<file path="src/rtl/pixel_stream_proc.sv">
// Streaming pixel processor: bypass / invert / signed 3x3 convolution / threshold,
// selected per frame, with a single registered valid/ready output stage.
module pixel_stream_proc #(
    parameter int PW    = 8,
    parameter int IMG_W = 8,
    parameter int KW    = 8
) (
    input  logic            clk,
    input  logic            rst,
    input  logic [PW-1:0]   pixel_in,
    input  logic            sof_in,
    input  logic            valid_in,
    output logic            ready_in,
    output logic [PW-1:0]   pixel_out,
    output logic            valid_out,
    input  logic            ready_out,
    input  logic [1:0]      mode,
    input  logic [9*KW-1:0] kernel,
    input  logic [4:0]      shift,
    input  logic [PW-1:0]   thresh,
    output logic [31:0]     status
);

    localparam int CW    = (IMG_W > 1) ? $clog2(IMG_W) : 1;
    localparam int ACC_W = PW + KW + 5;
    localparam int PR_W  = PW + KW + 1;
    localparam logic [CW-1:0] COL_LAST = CW'(IMG_W - 1);
    localparam logic signed [ACC_W-1:0] PIX_MAX = ACC_W'((1 << PW) - 1);

    localparam logic [1:0] M_BYPASS = 2'b00;
    localparam logic [1:0] M_INVERT = 2'b01;
    localparam logic [1:0] M_CONV   = 2'b10;

    // Clamp a signed convolution result into the unsigned pixel range.
    function automatic logic [PW-1:0] sat_pix(input logic signed [ACC_W-1:0] v);
        if (v[ACC_W-1])
            return '0;
        else if (v > PIX_MAX)
            return '1;
        else
            return v[PW-1:0];
    endfunction

    // Control state
    logic [CW-1:0]    col_q;
    logic [1:0]       row_q;
    logic [1:0]       mode_q;
    logic [9*KW-1:0]  kernel_q;
    logic [4:0]       shift_q;
    logic [PW-1:0]    thresh_q;
    logic             valid_out_q;
    logic [PW-1:0]    pixel_out_q;
    logic [15:0]      frame_cnt_q;
    logic [15:0]      out_cnt_q;
    logic             seen_sof_q;

    // Data state: two previous lines plus the two older window columns
    logic [PW-1:0]    lb0_q [IMG_W];
    logic [PW-1:0]    lb1_q [IMG_W];
    logic [PW-1:0]    win_q [3][2];

    logic             accept;
    logic [1:0]       mode_e;
    logic [9*KW-1:0]  kern_e;
    logic [4:0]       shift_e;
    logic [PW-1:0]    thresh_e;
    logic [CW-1:0]    col_c, col_d;
    logic [1:0]       row_c, row_d;
    logic [PW-1:0]    newcol [3];
    logic [PW-1:0]    tap [9];
    logic signed [PR_W-1:0]  pix_x, coef_x, prod;
    logic signed [ACC_W-1:0] acc, acc_sh;
    logic             out_en;
    logic [PW-1:0]    result;

    assign ready_in  = !valid_out_q || ready_out;
    assign accept    = valid_in && ready_in;
    assign valid_out = valid_out_q;
    assign pixel_out = pixel_out_q;
    assign status    = {frame_cnt_q, out_cnt_q};

    // A sof pixel is processed with the settings it brings in, at position (0,0).
    always_comb begin
        mode_e   = sof_in ? mode   : mode_q;
        kern_e   = sof_in ? kernel : kernel_q;
        shift_e  = sof_in ? shift  : shift_q;
        thresh_e = sof_in ? thresh : thresh_q;
        col_c    = sof_in ? '0 : col_q;
        row_c    = sof_in ? '0 : row_q;
        col_d    = col_c + CW'(1);
        row_d    = row_c;
        if (col_c == COL_LAST) begin
            col_d = '0;
            row_d = (row_c == 2'd2) ? 2'd2 : row_c + 2'd1;
        end
    end

    always_comb begin
        newcol[0] = lb1_q[col_c];
        newcol[1] = lb0_q[col_c];
        newcol[2] = pixel_in;
        for (int r = 0; r < 3; r++) begin
            tap[r*3+0] = win_q[r][0];
            tap[r*3+1] = win_q[r][1];
            tap[r*3+2] = newcol[r];
        end
    end

    // Pixels are zero-extended, coefficients sign-extended, to a common product width.
    always_comb begin
        acc    = '0;
        pix_x  = '0;
        coef_x = '0;
        prod   = '0;
        for (int i = 0; i < 9; i++) begin
            pix_x  = $signed({{KW{1'b0}}, tap[i], 1'b0}) >>> 1;
            coef_x = $signed({{(PW+1){kern_e[(8-i)*KW+KW-1]}}, kern_e[(8-i)*KW +: KW]});
            prod   = pix_x * coef_x;
            acc    = acc + $signed({{(ACC_W-PR_W){prod[PR_W-1]}}, prod});
        end
        acc_sh = acc >>> shift_e;
    end

    always_comb begin
        out_en = accept;
        result = pixel_in;
        case (mode_e)
            M_BYPASS: result = pixel_in;
            M_INVERT: result = ~pixel_in;
            M_CONV: begin
                result = sat_pix(acc_sh);
                out_en = accept && (row_c == 2'd2) && (col_c >= CW'(2));
            end
            default:  result = (pixel_in >= thresh_e) ? '1 : '0;
        endcase
    end

    // Output stage / control registers
    always_ff @(posedge clk) begin
        if (rst) begin
            col_q       <= '0;
            row_q       <= '0;
            mode_q      <= M_BYPASS;
            kernel_q    <= '0;
            shift_q     <= '0;
            thresh_q    <= '0;
            valid_out_q <= 1'b0;
            pixel_out_q <= '0;
            frame_cnt_q <= '0;
            out_cnt_q   <= '0;
            seen_sof_q  <= 1'b0;
        end else begin
            if (accept) begin
                col_q <= col_d;
                row_q <= row_d;
                if (sof_in) begin
                    mode_q     <= mode;
                    kernel_q   <= kernel;
                    shift_q    <= shift;
                    thresh_q   <= thresh;
                    seen_sof_q <= 1'b1;
                    if (seen_sof_q)
                        frame_cnt_q <= frame_cnt_q + 16'd1;
                end
            end
            if (out_en) begin
                valid_out_q <= 1'b1;
                pixel_out_q <= result;
            end else if (ready_out) begin
                valid_out_q <= 1'b0;
            end
            // A transfer coinciding with a new sof belongs to the previous frame.
            if (accept && sof_in)
                out_cnt_q <= '0;
            else if (valid_out_q && ready_out)
                out_cnt_q <= out_cnt_q + 16'd1;
        end
    end

    // Line buffers and window
    always_ff @(posedge clk) begin
        if (accept) begin
            for (int r = 0; r < 3; r++) begin
                win_q[r][0] <= win_q[r][1];
                win_q[r][1] <= newcol[r];
            end
            lb1_q[col_c] <= lb0_q[col_c];
            lb0_q[col_c] <= pixel_in;
        end
    end

endmodule

</file>
<file path="config.mk">
export PLATFORM = sky130hd
export DESIGN_NAME = pixel_stream_proc
export DESIGN_NICKNAME = d
export VERILOG_FILES = /design/src/rtl/pixel_stream_proc.sv
export SDC_FILE = /design/constraint.sdc
export NUM_CORES = 2
export LEC_CHECK = 0
export ABC_CLOCK_PERIOD_IN_PS = 14100
export BUFFER_PORTS_ARGS = -buffer_cell sky130_fd_sc_hd__buf_2
export CAP_MARGIN = 20
export CORE_ASPECT_RATIO = 1.2
export CORE_MARGIN = 3
export CORE_UTILIZATION = 40
export DETAILED_ROUTE_END_ITERATION = 7
export SETUP_SLACK_MARGIN = 0.15
export SLEW_MARGIN = 0
export SYNTH_ARGS = -nofsm -noshare
export SYNTH_HDL_FRONTEND = slang
export SYNTH_SLANG_ARGS = --single-unit
</file>
<file path="constraint.sdc">
create_clock -name clk -period 14.1 [get_ports clk]
set_input_delay 2.115 -clock clk [delete_from_list [all_inputs] [get_ports clk]]
set_output_delay 2.115 -clock clk [all_outputs]
set_load 0.05 [all_outputs]
</file>
==> out/metrics.yaml <==
outcome: "complete, no violations"
rows: 118
worstSetupStartpoint: "sof_in"
grt.overflow.total: 0
final_layout_size_suffix_gt1_share_pct: 9.43
synthXorXnorAreaFrac_pct: 1.43
fillers: 8312
fin_crit_sh_pct: 88.9
ys_seq_area_share_pct: 22.8
cts_root_buffer: "clkbuf_16"
synth_cell_types: 65
ant_nets: 0
ys.flop_type: "edfxtp_1"
fin_nets: 4515
place_congestion: 0.943
setup_tns_ns: 0
htree_levels: 2
post_cts_resized: 0
post-route-util_pct: 44.6
coreArea_um2: 86500
wl_per_cell_um: 20.6
yosysWarnings: 0
postCtsSetupBuffers: 0
synthMuxAreaShare_pct: 4.34
reg2reg_from: "col_q[0]$_SDFFE_PP0P_"
seq_area_um2: 7970
synth_top_cell_by_area: "fa_1"
drc: 0
fin_crit_ns: 12.53
fmax_ghz: 0.0798
synth_top_family_by_area: "adder cells"
syn_area_per_cell_um2: 10.4
yosysTopAreaCellShare_pct: 33.0
slew_headroom_pct: 25.2
fp.dieH_um: 330
chipWidth_um: 276
worst_skew_pair.late_latency_ns: 0.60
syn_nets: 4363
vias: 23600
antenna_found_initial: 4
finalHoldViolations: 0
wl_um: 96900
ys_ff_latch: 310
cp_slowest_cell: "a21oi_1"
rsz0062_at_grt: "no"
hold_buffers: 0
synth_compound_area_share_pct: 5.61
critPathMaxStageDelay_ns: 0.85
grt_use_total_pct: 21.9
rrSetupSlack_ns: 2.68
holdCritPathClass: "reg2reg"
grt_max_degree: 82
synthAdderAreaFrac_pct: 44.2
cap_violations: 0
crit_top_cell: "fa_1"
path_class: "in2reg"
drt_first_iter_violations: 1626
vias_per_cell: 5.03
synth_edf_count: 176
die_area_um2: 91000
syn2layout_area_growth_pct: 10.4
clock-sinks: 310
cts_buffer_depth: 3
dr.pass1.iters: 5
endpoint_kind: "flip-flop"
synth_cells: 3374
dpl_cell_area_um2: 37300
setup-violations-final: 0
reg2reg_to: "pixel_out[1]$_SDFFE_PP0P_"
required_ns: 14.51
grt_pass1_wl_um: 150000
slew_viol_final: 0
synth_area_leaders: "fa_1, edfxtp_1, ha_1, dfxtp_1, inv_1"
async_flop_share_pct: 0
grt_pass1_vias: 25000
worst_setup_path_start_kind: "input port"
ios: 142
skew_ns: 0.0410
postLayoutCellArea_um2: 38600
dpl.hpwl_um: 79200
port_buffers: 141
crit_path_end: "pixel_out[1]$_SDFFE_PP0P_"
synth_area_um2: 35000
numCtsBuffers: 38
worstPathMaxFanout: 34
synth-simple-area-share_pct: 13.8
start_util_pct: 40.4
timing.reg2reg.worst_path_depth: 31
cp.arrival_ns: 12.93
multi_input_area_um2: 24300
antenna_cells: 0
cts_tree: "built"
cts.reportedPaths.clkPinSlew_ns: 0.05
max_slew.worst_pin.slew_ns: 1.09
==> per-stage QoR <==
stage	hold slack [ns]	cells	setup WS (ns)
after floorplan	0.429	3374	1.69
after global routing	0.479	4694	1.06
final	0.455	4694	1.57
after global placement	0.440	4626	1.19
after CTS	0.461	4694	1.68
after detailed placement	0.446	4626	1.09
==> area by class of cell <==
type | instances | share of cell area [%]
tap | 1140 | 3.70
sequential | 310 | 20.6
inverter | 639 | 6.23
clock buffer | 44 | 2.52
timing repair buffer | 204 | 3.11
multi-input combinational | 2333 | 63.0
clock inverter | 24 | 0.775
==> Yosys cell counts (all sizes together), types with 3 or more instances <==
master,instances
inv,638
fa,576
nor2,329
ha,313
nor2b,273
edfxtp,176
nand2,156
dfxtp,134
mux2i,110
a211oi,106
clkbuf,69
a21oi,54
nand2b,53
and2,44
xor2,29
nand3,28
xnor2,28
nor3,27
o21ai,25
or2,24
buf,23
mux2,21
a21o,16
a31oi,15
nand4,12
and3,11
o211ai,11
mux4,8
or3,8
o221ai,6
o22ai,6
a2111oi,3
a211o,3
a221oi,3
a22oi,3
a32oi,3
o21a,3
o31ai,3
==> critical path: cells and delay by family <==
family                     cells  cell delay [ns]
adders and majority gates     11             5.03
AOI/OAI and AO/OA              9             2.74
and+or+nand+nor                4             1.08
buffers and inverters          5             0.87
muxes                          1             0.57
xor gates and xnor gates       1             0.49
==> placed cells by master (no fill, tap or decap), types with 4 or more instances in the layout <==
master     count
mux4_2         8
o221ai_1       6
nand2b_1      53
nor2_1       329
a211oi_1     104
fa_1         576
or2_2         24
a21o_1        16
a31oi_1       15
dfxtp_1      134
clkbuf_16     38
bufinv_16      4
edfxtp_1     176
nand4_1       12
buf_2        139
o22ai_1        6
a21oi_1       54
nand2_1      156
xnor2_1       28
nand3_1       28
or3_1          8
mux2i_1      109
o211ai_1      10
inv_1        637
nor2b_1      273
xor2_1        29
buf_4         63
clkbuf_1       6
and3_1        10
and2_1        44
nor3_4         6
o21ai_0       24
clkinv_1       4
ha_1         313
mux2_2        21
nor3_1        21
clkinv_2       8
==> registers in the layout, indices dropped and copies added, names as in the netlist <==
register and count:
row_q 2, frame_cnt_q 16, out_cnt_q 16, seen_sof_q 1
win_q 48, lb0_q 64, col_q 3, lb1_q 64
kernel_q 72, valid_out 1, pixel_out 8, mode_q 2
shift_q 5, thresh_q 8
==> kinds of logic (layout without fill, tap and decap cells) <==
logic type	count (synthesis)	after routing
XOR/XNOR	57	57
buffers and inverters	731	911
multiplexers	139	139
flip-flops	310	310
AO/OA/AOI/OAI	276	276
AND/OR/NAND/NOR	972	972
adder cells (fa/ha/maj)	889	889
==> routing by layer <==
| metal | routed length, µm | track usage, % | vias to the layer above |
|---|---|---|---|
| li1 | - | - | 11000 |
| met1 | 39900 | 28.2 | 11800 |
| met2 | 48600 | 37.9 | 591 |
| met3 | 4840 | 3.05 | 138 |
| met4 | 3530 | 7.43 | 2 |
| met5 | 13 | 0 | - |
==> how the worst min path moves through the flow <==
stage                            start                       to  slack (ns)  cells past startpoint
2_1_floorplan  seen_sof_q$_SDFFE_PP0P_  seen_sof_q$_SDFFE_PP0P_        0.43                      2
3_3_place_gp   seen_sof_q$_SDFFE_PP0P_  seen_sof_q$_SDFFE_PP0P_        0.44                      2
3_5_place_dp   seen_sof_q$_SDFFE_PP0P_  seen_sof_q$_SDFFE_PP0P_        0.45                      2
4_1_cts        seen_sof_q$_SDFFE_PP0P_  seen_sof_q$_SDFFE_PP0P_        0.46                      2
5_1_grt        seen_sof_q$_SDFFE_PP0P_  seen_sof_q$_SDFFE_PP0P_        0.48                      2
6_report       seen_sof_q$_SDFFE_PP0P_  seen_sof_q$_SDFFE_PP0P_        0.45                      2
Power is left out: the tool's default activity adds up to more than one toggle a clock period on the data nets, which glitch-free logic cannot reach.
